$ cat src/rtl/reg_load_pkg.sv
// Shared types and constants for the register-bank write arbiter.
package reg_load_pkg;

    typedef enum logic [1:0] {
        IDLE = 2'd0,
        LOAD = 2'd1,
        DONE = 2'd2
    } state_t;

    localparam int unsigned DEF_WIDTH = 4;
    localparam int unsigned DEF_NREG  = 4;
    localparam int unsigned DEF_NREQ  = 2;

    // Index width for n items, never narrower than one bit.
    function automatic int unsigned clog2_min1(input int unsigned n);
        return (n <= 32'd1) ? 32'd1 : 32'($clog2(n));
    endfunction

endpackage

$ cat src/rtl/reg_load_arbiter_rr.sv
// Combinational round-robin picker: first set request at or above ptr, with wrap.
module rr_arbiter
    import reg_load_pkg::*;
#(
    parameter  int unsigned NREQ = DEF_NREQ,
    localparam int unsigned PW   = clog2_min1(NREQ)
) (
    input  logic [NREQ-1:0] req,
    input  logic [PW-1:0]   ptr,
    output logic [NREQ-1:0] grant,
    output logic [PW-1:0]   idx,
    output logic            valid
);

    always_comb begin
        int unsigned k;
        grant = '0;
        idx   = '0;
        valid = 1'b0;
        k     = 0;
        for (int unsigned i = 0; i < NREQ; i++) begin
            k = (32'(ptr) + i) % NREQ;
            if (!valid && req[k]) begin
                valid    = 1'b1;
                grant[k] = 1'b1;
                idx      = PW'(k);
            end
        end
    end

endmodule

$ cat src/rtl/reg_load_arbiter.sv
// Round-robin write arbiter driving a one-hot clock-enable and shared data bus
// into a register bank that runs entirely on CLK.
module reg_load_arbiter
    import reg_load_pkg::*;
#(
    parameter  int unsigned WIDTH = DEF_WIDTH,
    parameter  int unsigned NREG  = DEF_NREG,
    parameter  int unsigned NREQ  = DEF_NREQ,
    localparam int unsigned AW    = clog2_min1(NREG),
    localparam int unsigned PW    = clog2_min1(NREQ)
) (
    input  logic                    CLK,
    input  logic                    RESETN,
    input  logic [NREQ-1:0]         REQ,
    input  logic [NREQ*AW-1:0]      ADDR,
    input  logic [NREQ*WIDTH-1:0]   DATA,
    output logic [NREQ-1:0]         ACK,
    output logic [NREG-1:0]         CE,
    output logic [WIDTH-1:0]        D,
    output logic                    BUSY
);

    state_t             state;
    logic [PW-1:0]      ptr;
    logic [PW-1:0]      win_idx;
    logic [NREQ-1:0]    win_oh;

    logic [NREQ-1:0]    grant_c;
    logic [PW-1:0]      idx_c;
    logic               valid_c;
    logic [AW-1:0]      addr_sel_c;
    logic [WIDTH-1:0]   data_sel_c;
    logic [NREG-1:0]    ce_dec_c;
    logic [PW-1:0]      ptr_next_c;

    rr_arbiter #(.NREQ(NREQ)) u_rr (
        .req   (REQ),
        .ptr   (ptr),
        .grant (grant_c),
        .idx   (idx_c),
        .valid (valid_c)
    );

    // Winner's slices and CE decode; addresses beyond the bank decode to all-zero.
    always_comb begin
        addr_sel_c = ADDR[32'(idx_c) * AW +: AW];
        data_sel_c = DATA[32'(idx_c) * WIDTH +: WIDTH];
        ce_dec_c   = '0;
        for (int unsigned r = 0; r < NREG; r++) begin
            ce_dec_c[r] = (32'(addr_sel_c) == r);
        end
        ptr_next_c = PW'((32'(win_idx) + 32'd1) % NREQ);
    end

    // FSM, pointer and registered outputs; CE/D are loaded on entry to LOAD so
    // they are valid for exactly the LOAD cycle.
    always_ff @(posedge CLK or negedge RESETN) begin
        if (!RESETN) begin
            state   <= IDLE;
            ptr     <= '0;
            win_idx <= '0;
            win_oh  <= '0;
            ACK     <= '0;
            CE      <= '0;
            D       <= '0;
            BUSY    <= 1'b0;
        end else begin
            ACK <= '0;
            CE  <= '0;
            unique case (state)
                IDLE: begin
                    if (valid_c) begin
                        state   <= LOAD;
                        win_idx <= idx_c;
                        win_oh  <= grant_c;
                        CE      <= ce_dec_c;
                        D       <= data_sel_c;
                        BUSY    <= 1'b1;
                    end
                end
                LOAD: begin
                    state <= DONE;
                    ACK   <= win_oh;
                end
                DONE: begin
                    state <= IDLE;
                    ptr   <= ptr_next_c;
                    BUSY  <= 1'b0;
                end
                default: begin
                    state <= IDLE;
                    BUSY  <= 1'b0;
                end
            endcase
        end
    end

endmodule

$ cat config.mk
export PLATFORM = sky130hd
export DESIGN_NAME = reg_load_arbiter
export DESIGN_NICKNAME = d
export VERILOG_FILES = /design/src/rtl/reg_load_pkg.sv /design/src/rtl/reg_load_arbiter_rr.sv /design/src/rtl/reg_load_arbiter.sv
export SDC_FILE = /design/constraint.sdc
export NUM_CORES = 1
export LEC_CHECK = 0
export ABC_AREA = 0
export BUFFER_PORTS_ARGS = -buffer_cell sky130_fd_sc_hd__clkbuf_2
export CAP_MARGIN = 25
export CORE_UTILIZATION = 40
export CTS_CLUSTER_SIZE = 20
export DETAILED_ROUTE_END_ITERATION = 8
export PLACE_DENSITY_LB_ADDON = 0.05
export SETUP_SLACK_MARGIN = 0.2
export SYNTH_ARGS = -nofsm -noshare
export SYNTH_HDL_FRONTEND = slang
export SYNTH_HIERARCHICAL = 1
export SYNTH_SLANG_ARGS = --single-unit
$ cat constraint.sdc
create_clock -name CLK -period 2.25 [get_ports CLK]
set_input_delay 0.225 -clock CLK [delete_from_list [all_inputs] [get_ports CLK]]
set_output_delay 0.225 -clock CLK [all_outputs]
set_load 0.01 [all_outputs]
### After elaboration in Yosys (flattened, before gate mapping)

Index checks and enable logic that the tools add are counted.

* bits in registers: 17
* latch bits: 0
* bits in writable memories: 0
* bits in read-only memories: 0
* input port bits: 16
* output and inout bits: 11
* logic and storage cells: 53
* memories kept: 0

* add/sub/neg operators: 2
* $mul: 0
* divide/modulo/power cells: 0
* magnitude comparators: 4
* equality and inequality tests: 6
* shift operators: 2
* multiplexer cells: 21
* bitwise operators: 2
* reductions and logical operators: 8

Operator list (number)
* 2-to-1 mux 1 bit: 11
* 2-to-1 mux 2 bit: 4
* 2-to-1 mux 4 bit: 2
* indexed part select 8 x 4 -> 4 bit: 1
* equality test 2 bit, second input constant: 3
* equality test 2 x 1 -> 1 bit, second input constant: 2
* logical NOT 2 bit: 2
* less-than comparator 1 x 2 -> 1 bit, second input constant: 2
* case mux 2 bit (2 select lines): 1
* AND reduction 2 bit: 2
* indexed part select 4 x 3 -> 2 bit: 1
* logical AND 1 bit: 3
* adder 1 bit, second input constant: 2
* demux 1 bit (select 1 bit): 2
* greater-or-equal comparator 1 bit, second input constant: 2
* != test 2 x 1 -> 1 bit, second input constant: 1
* OR 2 bit: 1
* case mux 1 bit (2 select lines): 1
* logical NOT 1 bit: 1
* NOT 1 bit: 1

### Longest topological paths before layout

Gate-level depths: netlist of run 1.

* word-level depth: 10
* mapped depth: 5
* depth with buffers taken out: 4

### By module

The synthesis of run 1 kept the hierarchy.

Modules (own cells, without submodules)
* reg_load_arbiter: instances 1, cells an instance 52, area each 719.4 um^2, sequential area each 425.4 um^2
* rr_arbiter: instances 1, cells an instance 5, area each 32.5 um^2, sequential area each 0.0 um^2

### Least setup slack after synthesis of run 1

Ideal clock, no wire load.

* kind: register -> register
* start: register ptr
* end: register D[2]
* setup time: 0.125 ns
* arrival time: 1.517 ns
* data required time: 2.125 ns
* path slack: 0.609 ns
* stages on the path, launching flop included: 6
* path buffers: 1
* period minus slack after synthesis: 1.641 ns
* cell sequence: dfrtp_1 > inv_1 > a21boi_0 > buf_4 > mux2_2 > mux2_2

* cells in the longest elaborated chain, start to end: 7
* elaborated cells between the ends (all ways): 13
* those cells by class: 1 x add/sub; 1 x shift; 8 x mux; 3 x reduce/logical

Ends and longest elaborated chain
* start, declared: RTL line reg_load_arbiter.sv:24 `logic [PW-1:0] ptr;`
* start signal, assigned: RTL line reg_load_arbiter.sv:87 `ptr <= ptr_next_c;`
* 2-to-1 mux 1 bit (not written as such) (2 in series): RTL line reg_load_arbiter_rr.sv:23 `if (!valid && req[k]) begin`
* 2-to-1 mux 1 bit: RTL line reg_load_arbiter_rr.sv:23
* logical NOT 1 bit: RTL line reg_load_arbiter_rr.sv:23
* logical AND 1 bit: RTL line reg_load_arbiter_rr.sv:23
* 2-to-1 mux 1 bit *: RTL line reg_load_arbiter_rr.sv:23
* named net idx_c: RTL line reg_load_arbiter.sv:29 `logic [PW-1:0] idx_c;`
* indexed part select 8 x 4 -> 4 bit *: RTL line reg_load_arbiter.sv:47 `data_sel_c = DATA[32'(idx_c) * WIDTH +: WIDTH];`
* end signal, assigned: RTL line reg_load_arbiter.sv:77 `D <= data_sel_c;`
* end, declared: RTL line reg_load_arbiter.sv:19 `output logic [WIDTH-1:0] D,`

Mark *: on every way through the listed nets, which the timed path passes. The rest lies on a longest branch. The select of a mux whose other input is x is not followed.
A chain may end at the register's enable or synchronous reset.

### Worst setup path in the final report of run 1

* start: register ptr
* end: register D[1]

Same word-level chain as after synthesis.

==> run metrics, run 1 <==
Vias=518; routability cong.=0.680; DP HPWL=948 um; Avg Inst Size Synth=13.2 um^2; chip width=45.4 um; met1 Use GR=17.1%; RSZ-0062 raised after global routing=no; Tightest Pin Transition=0.397 ns; Post-Route WL=1280 um; Detailed Route Iter0 Violations=1; clock-pin transition on the worst setup and hold timing paths=0.10 ns; Critical Path Slowest Stage Cell=dfrtp_1; Hold WC Path Type=primary input to flip-flop; first-pass GRT wire length=2110 um; vias in the first global route=489; CTS Buffer Depth=2; Achievable Freq=658 MHz; layout cells sized above 1=49.4%; M2 GR Usage=25.5%; largest net degree at the start of global routing=18; max cap viols=0; part of the Yosys area used for sequential elements=56.6%; Setup CP Type=flip-flop to flip-flop; routing usage on met3=4.80%; clk_skew=0.00270 ns; Routed Antenna Nets=0; clock period minus worst slack=1.52 ns; antenna violations before repair=0; DR pass1 iterations=3; yosys warns=6; CP endpoint kind=flip-flop; synthesized flop and latch total=17; R2R setup slack=0.73 ns; overall power=1.01 mW; CP peak stage delay=0.37 ns; Port Buffer Count=26; crit-path cells=inv_1 > a21boi_0 > buf_4 > mux2_2 > mux2_1; drt wl/cell=11.4 um; synthesized net count=73; cts bufs inserted=3; Resized cells post-CTS=0; clk_lat worst skew=0.29 ns; initial core utilization=43.1%; post-layout util=53.8%; CTS tree=built; Crit Path Max Fanout=13; gr ovfl total=0; Pins Over Slew Limit=0; Hold WS=0.206 ns; Worst Setup SP=ptr; RR Startpoint=ptr; hold-fix buffers at CTS=1; Final period util=67.5%; r2r endpoint=D[1]; endpoints failing hold=0; Antenna Cells=0; Clock Tree Root=clkbuf_4; drt drc=0; total negative slack=0 ns; area delta synth->final=25.0%; io pins=27; Rows=15; placed cell count=107; status=completed; vias per inst=4.63; DIE HEIGHT=45.4 um; Worst Reg2Reg Path Length in Cells=5; Setup Buffers After CTS=0; area share of the largest cell type after synthesis=56.6%; Syn Inst Count=57; dominant cells by area after synthesis=dfrtp_1, mux2_2, a21boi_0, mux2_1, nand3b_1; GRT Resource Usage Total=15.8%; cell accounting for the most synthesized area=dfrtp_1; worst path arrival time=1.70 ns; power per cell area=1070 nW/um^2; Distinct cells, synth=21; clk sinks=17; GRT busiest layer=met2; crit path launch type=flip-flop; Die ar.=2060 um^2; H-tree depth=1; Non-Filler Instances=112; WP data required=2.43 ns; Peak VDD IR=0.515 mV; final setup fails=0; relative slew slack=73.6%; nets=104; cell area after synthesis=752 um^2; CP Capture Point=D[1]; leakage power=0.478 nW; area of the core=1750 um^2
placed cells by master, fill, tap and decap left out, types with 3 or more instances in the layout:
master / count
dfrtp_1: 17
inv_1: 3
clkbuf_4: 3
a21oi_1: 4
clkbuf_2: 26
mux2_2: 8
nand3b_1: 3
a21boi_0: 3
Yosys cell counts:
cell type  number
a21boi_0        3
a21oi_1         4
and2_1          2
and2b_1         1
buf_4           1
buf_6           1
clkinv_4        1
dfrtp_1        17
inv_1           3
mux2_1          2
mux2_2          8
mux2_4          1
mux2i_1         1
nand3_1         1
nand3b_1        3
o21ai_0         1
or2_1           1
or2b_1          1
or3_1           1
or3b_1          2
or3b_2          2
flip-flops by register name, summed over array words and instances (netlist names):
| register | count |
|---|---|
| D | 4 |
| win_oh | 2 |
| BUSY | 1 |
| ptr | 1 |
| CE | 4 |
| win_idx | 1 |
| state | 2 |
| ACK | 2 |
kinds of logic (layout without fill, tap and decap cells):
kind of cell	Yosys count	count (layout)	share of synthesized area (%)
buffers and inverters	6	36	5.16
AO/OA/AOI/OAI	8	8	6.32
AND/OR/NAND/NOR	14	14	13.6
multiplexers	12	12	18.3
flip-flops	17	17	56.6
area by class of cell:
cell class | count | area (um^2)
clock buffers | 3 | 22.5
clock inverters | 1 | 5.00
fillers | 166 | 806
inverters | 4 | 20.0
multi-input cells | 34 | 288
flip-flops and latches | 17 | 425
well taps | 25 | 31.3
repair buffers | 28 | 148
per-layer routing:
layer  wire length (um)  vias up
li1                   -      257
met1                512      243
met2                682       16
met3                 65        2
met4                 18        0
met5                  0        -
worst min-delay path by stage:
stage          depth (start not counted)  slack, ns    start  endpoint
4_1_cts                                3       0.19  ADDR[2]     CE[3]
2_1_floorplan                          0      -0.07   RESETN    ACK[0]
3_5_place_dp                           1       0.18   RESETN     CE[3]
6_report                               3       0.21  ADDR[2]     CE[3]
3_3_place_gp                           1       0.17   RESETN     CE[2]
5_1_grt                                3       0.20  ADDR[3]     CE[2]
power by group:
part	switching (mW)	internal [mW]	total (mW)
Sequential	0.0536	0.425	0.479
Combinational	0.176	0.191	0.366
Clock	0.0978	0.0661	0.164
worst max-delay path: cells and delay by family, from the launching register on:
family	cells	cell delay, ns
AOI/OAI and AO/OA	1	0.15
muxes	2	0.62
buffers and inverters	2	0.27
DFF	1	0.37
through the flow:
step	setup slack [ns]	cell area [um^2]
after global placement	0.724	902
final	0.730	940
after floorplan	0.609	752
after global routing	0.628	940
after detailed placement	0.723	902
after CTS	0.719	940
Note: power is estimated with default switching activity, not from simulation.
==> run 2, diff against run 1 <==
clock period = 1.32 ns   (was 2.25 ns; I/O delays follow)
==> run metrics, run 2 (synthesized netlist as in run 1, its figures left out) <==
nets=111 (was 104); Critical Path Slowest Stage Cell=or3b_4 (was dfrtp_1); clk sinks=17 (unchanged); area delta synth->final=42.3% (was 25.0%); vias per inst=4.60 (was 4.63); Tightest Pin Transition=0.424 ns (was 0.397 ns); total negative slack=-0.164 ns (was 0 ns); drt wl/cell=11.3 um (was 11.4 um); HP Start=ADDR[2] (unchanged); post-layout util=61.3% (was 53.8%); largest registers=CE (4), D (4) (unchanged); chip width=45.4 um (unchanged); worst path arrival time=1.54 ns (was 1.70 ns); CTS Buffer Depth=2 (unchanged); setup ws final=-0.0518 ns (was 0.730 ns); crit path launch type=flip-flop (unchanged); violated checks=setup timing; Peak VDD IR=1.12 mV (was 0.515 mV); RR Startpoint=state[0] (was ptr); clock-pin transition on the worst setup and hold timing paths=0.10 ns (about the same); Non-Filler Instances=119 (was 112); clock period minus worst slack=1.37 ns (was 1.52 ns); cts bufs inserted=3 (unchanged); CP peak stage delay=0.43 ns (was 0.37 ns); clk_skew=0.00781 ns (was 0.00270 ns); io pins=27 (unchanged); GRT Resource Usage Total=14.8% (was 15.8%); Post-Route WL=1350 um (was 1280 um); Worst Reg2Reg Path Length in Cells=3 (was 5); endpoints failing hold=0 (unchanged); initial core utilization=43.1% (unchanged); most frequent cells in the layout=clkbuf_2, dfrtp_1, mux2_4, buf_6 (was clkbuf_2, dfrtp_1, mux2_2, a21oi_1); Crit Path Max Fanout=7 (was 13); Hold WC Path Type=primary input to flip-flop (unchanged); DP HPWL=956 um (was 948 um); CP endpoint kind=flip-flop (unchanged); DR pass1 iterations=2 (was 3); Pins Over Slew Limit=0 (unchanged); leakage power=0.545 nW (was 0.478 nW); max cap viols=0 (unchanged); commonest non-fill, non-tap cell in the layout=clkbuf_2 (unchanged); vias in the first global route=520 (was 489); Rows=15 (unchanged); largest net degree at the start of global routing=18 (unchanged); Antenna Cells=0 (unchanged); Placed Area=943 um^2 (was 902 um^2); RSZ-0062 raised after global routing=yes (was no); Clock Tree Root=clkbuf_4 (unchanged); placed cell count=110 (was 107); overall power=2.07 mW (was 1.01 mW); status=complete, but fails checks (was completed); worst hold path depth=3 (unchanged); clk_lat worst skew=0.28 ns (was 0.29 ns); power per cell area=1930 nW/um^2 (was 1070 nW/um^2); R2R setup slack=-0.05 ns (was 0.73 ns); CTS tree=built (unchanged); relative slew slack=71.8% (was 73.6%); routability cong.=0.788 (was 0.680); Vias=547 (was 518); crit-path cells=or3b_4 > clkinv_4 > mux2_2 (was inv_1 > a21boi_0 > buf_4 > mux2_2 > mux2_1); antenna violations before repair=0 (unchanged); Routed Antenna Nets=0 (unchanged); Final period util=104% (was 67.5%); Design Area, Final=1070 um^2 (was 940 um^2); area of the core=1750 um^2 (unchanged); Setup CP Type=flip-flop to flip-flop (unchanged); Port Buffer Count=26 (unchanged); r2r endpoint=D[3] (was D[1]); WP data required=1.49 ns (was 2.43 ns); final setup fails=8 (was 0); Worst Hold End=CE[3] (unchanged); H-tree depth=1 (unchanged); Detailed Route Iter0 Violations=5 (was 1); layout cells sized above 1=62.8% (was 49.4%); DIE HEIGHT=45.4 um (unchanged); Die ar.=2060 um^2 (unchanged); first-pass GRT wire length=2100 um (was 2110 um); Achievable Freq=729 MHz (was 658 MHz); drt drc=0 (unchanged); gr ovfl total=0 (unchanged)
-- run 2: cell count changes in the layout (fill, tap and decap cells not counted), moves of 3 or more --
cell,before,now
mux2_2,8,4
or3b_4,0,3
buf_6,0,5
a21oi_1,4,0
a21oi_2,0,4
mux2_4,1,7
-- run 2: layout make-up --
type	instances	area, um^2
flip-flops and latches	17	425
multi-input cells	34	348
fillers	143	676
clock buffers	4	26.3
inverters	4	20.0
repair buffers	35	219
well taps	25	31.3
-- run 2: power breakdown --
part           internal (mW)  switching (mW)  total (mW)
sequential             0.725          0.0914       0.816
clock                  0.117           0.153       0.270
combinational          0.583           0.398       0.981
-- run 2: worst max-delay path by stage --
stage / endpoint / from
after floorplan: D[2] / ptr
after global placement: D[1] / ptr
after detailed placement: CE[0] / ptr
after CTS: D[3] / ptr
after global routing: D[3] / ptr
final: D[3] / state[0]
-- run 2: per-layer routing --
layer  up-vias  global-route usage, %  routed length (um)
li1        274                      -                   -
met1       253                   19.6                 663
met2        18                   22.3                 617
met3         2                   4.00                  58
met4         0                   6.67                   5
met5         -                      0                   0
-- run 2: through the flow --
stage / hold WS, ns / setup slack, ns
2_1_floorplan: -0.164 / -0.0899
3_3_place_gp: 0.0897 / -0.0892
3_5_place_dp: 0.0926 / -0.170
4_1_cts: 0.0958 / -0.0462
5_1_grt: 0.144 / -0.0834
6_report: 0.123 / -0.0518
-- run 2: critical path: cells and delay by family, from the launching register on --
kind          cells  cell delay, ns
simple gates      1            0.43
flops             1            0.39
mux               1            0.33
buf+inv           1            0.11
-- run 2: what timing repair did --
action,CTS,global route
hold endpoints to repair,17,0
setup buffers,3,1
pin swaps,1,3
resized for setup,10,8
hold buffers,1,0
setup endpoints to repair,12,13
==> run 3, diff against run 2 <==
clock period = 1.7 ns   (was 1.32 ns; I/O delays follow)
==> run metrics, run 3 (synthesized netlist as in run 1, its figures left out) <==
status=completed (was complete, but fails checks); internal power=926 uW (was 1.43 mW); Placed Area=906 um^2 (was 943 um^2); Peak VDD IR=0.620 mV (was 1.12 mV); endpoints failing hold=0 (unchanged); Vias=531 (was 547); commonest non-fill, non-tap cell in the layout=clkbuf_2 (unchanged); nets=105 (was 111); Design Area, Final=963 um^2 (was 1070 um^2); layout cells sized above 1=52.3% (was 62.8%); Setup WS pre-CTS=0.164 ns (was -0.170 ns); WP data required=1.91 ns (was 1.49 ns); final setup fails=0 (was 8); vias per inst=4.70 (was 4.60); antenna violations before repair=0 (unchanged); setup ws final=0.252 ns (was -0.0518 ns); max cap viols=0 (unchanged); Port Buffer Count=26 (unchanged); fillers=162 (was 143); GRT Resource Usage Total=14.3% (was 14.8%); gr ovfl total=0 (unchanged); H-tree depth=1 (unchanged); io pins=27 (unchanged); Clock Tree Root=clkbuf_4 (unchanged); worst hold path depth=3 (unchanged); initial core utilization=43.1% (unchanged); largest net degree at the start of global routing=18 (unchanged); clock-pin transition on the worst setup and hold timing paths=0.09 ns (was 0.10 ns); register area=425 um^2 (unchanged); Final period util=85.2% (was 104%); logic gate share of total power=38.5% (was 47.5%); Achievable Freq=691 MHz (was 729 MHz); DIE HEIGHT=45.4 um (unchanged); Worst Reg2Reg Path Length in Cells=5 (was 3); Crit Path Max Fanout=8 (was 7); RR Startpoint=ptr (was state[0]); Post-Route WL=1270 um (was 1350 um); total negative slack=0 ns (was -0.164 ns); cts bufs inserted=3 (unchanged); drt drc=0 (unchanged); overall power=1.36 mW (was 2.07 mW); leakage power=0.485 nW (was 0.545 nW); relative slew slack=71.8% (about the same); CP endpoint kind=flip-flop (unchanged); Detailed Route Iter0 Violations=2 (was 5); Pins Over Slew Limit=0 (unchanged); chip width=45.4 um (unchanged); most frequent cells in the layout=clkbuf_2, dfrtp_1, mux2_2 (was clkbuf_2, dfrtp_1, mux2_4, buf_6); Sequential Power Share=46.7% (was 39.5%); clock period minus worst slack=1.45 ns (was 1.37 ns); Rows=15 (unchanged); HP Start=ADDR[2] (unchanged); DR pass1 iterations=2 (unchanged); routability cong.=0.664 (was 0.788); Die ar.=2060 um^2 (unchanged); Routed Antenna Nets=0 (unchanged); Tightest Pin Transition=0.423 ns (was 0.424 ns); largest registers=CE (4), D (4) (unchanged); area taken by multi-input logic gates=305 um^2 (was 348 um^2); area of the core=1750 um^2 (unchanged); drt wl/cell=11.2 um (was 11.3 um); CTS Buffer Depth=2 (unchanged); Antenna Cells=0 (unchanged); CTS tree=built (unchanged); crit path launch type=flip-flop (unchanged); clk_lat worst skew=0.27 ns (was 0.28 ns); r2r endpoint=CE[1] (was D[3]); area delta synth->final=28.1% (was 42.3%); Setup CP Type=flip-flop to flip-flop (unchanged); clock group share of total power=14.7% (was 13.1%); DP HPWL=985 um (was 956 um); vias in the first global route=472 (was 520); Psw=435 uW (was 642 uW); power per cell area=1410 nW/um^2 (was 1930 nW/um^2); Hold WC Path Type=primary input to flip-flop (unchanged); first-pass GRT wire length=1950 um (was 2100 um); clk_skew=0.00192 ns (was 0.00781 ns); R2R setup slack=0.25 ns (was -0.05 ns); Switching Share=32.0% (was 31.1%); RSZ-0062 raised after global routing=yes (unchanged); worst path arrival time=1.65 ns (was 1.54 ns); Worst Hold End=CE[3] (unchanged); clk sinks=17 (unchanged)
run 3: through the flow:
| step | hold slack, ns | utilization (%) | instances |
|---|---|---|---|
| 2_1_floorplan | -0.126 | - | 57 |
| 3_3_place_gp | 0.124 | 51.9 | 107 |
| 3_5_place_dp | 0.125 | 51.9 | 107 |
| 4_1_cts | 0.157 | 54.6 | 112 |
| 5_1_grt | 0.166 | 55.2 | 113 |
| 6_report | 0.163 | 55.2 | 113 |
run 3: power by group through the flow:
stage                     clock network [mW]  registers (mW)  logic (mW)
after global routing                   0.229           0.659       0.584
after detailed placement                   0           0.648       0.504
after floorplan                            0           0.679       0.311
after CTS                              0.212           0.640       0.525
final                                  0.201           0.636       0.525
after global placement                     0           0.643       0.498
run 3: how the worst max path moves through the flow:
| stage | from | endpoint | cells past startpoint |
|---|---|---|---|
| after CTS | ptr | CE[1] | 5 |
| final | ptr | CE[1] | 5 |
| after global placement | state[1] | D[2] | 3 |
| after floorplan | ptr | D[2] | 5 |
| after global routing | ptr | CE[2] | 5 |
| after detailed placement | state[1] | win_oh[1] | 3 |
run 3: final cells by class:
type / instances / share of cell area (%)
Clock buffer: 4 / 2.73
Inverter: 4 / 2.08
Multi-Input combinational cell: 34 / 31.7
Sequential cell: 17 / 44.2
Tap cell: 25 / 3.25
Timing Repair Buffer: 29 / 16.1
run 3: critical path: stages (launching register included):
cell      delay, ns
dfrtp_1        0.40
inv_1          0.11
a21boi_4       0.09
buf_4          0.16
or3b_2         0.47
a21oi_2        0.15
run 3: repair_timing:
item                                    CTS  global route
buffers inserted                          0             1
endpoints found under the hold margin    17             0
endpoints found under the setup margin    6             4
hold buffers                              1             0
gates resized for setup                   2             1
run 3: metal layers:
metal / vias to the layer above / GRT usage (%) / wire, um
met5: - / 0 / 0
li1: 257 / - / -
met1: 259 / 18.8 / 604
met4: 0 / 7.27 / 12
met3: 2 / 3.60 / 39
met2: 13 / 21.7 / 611
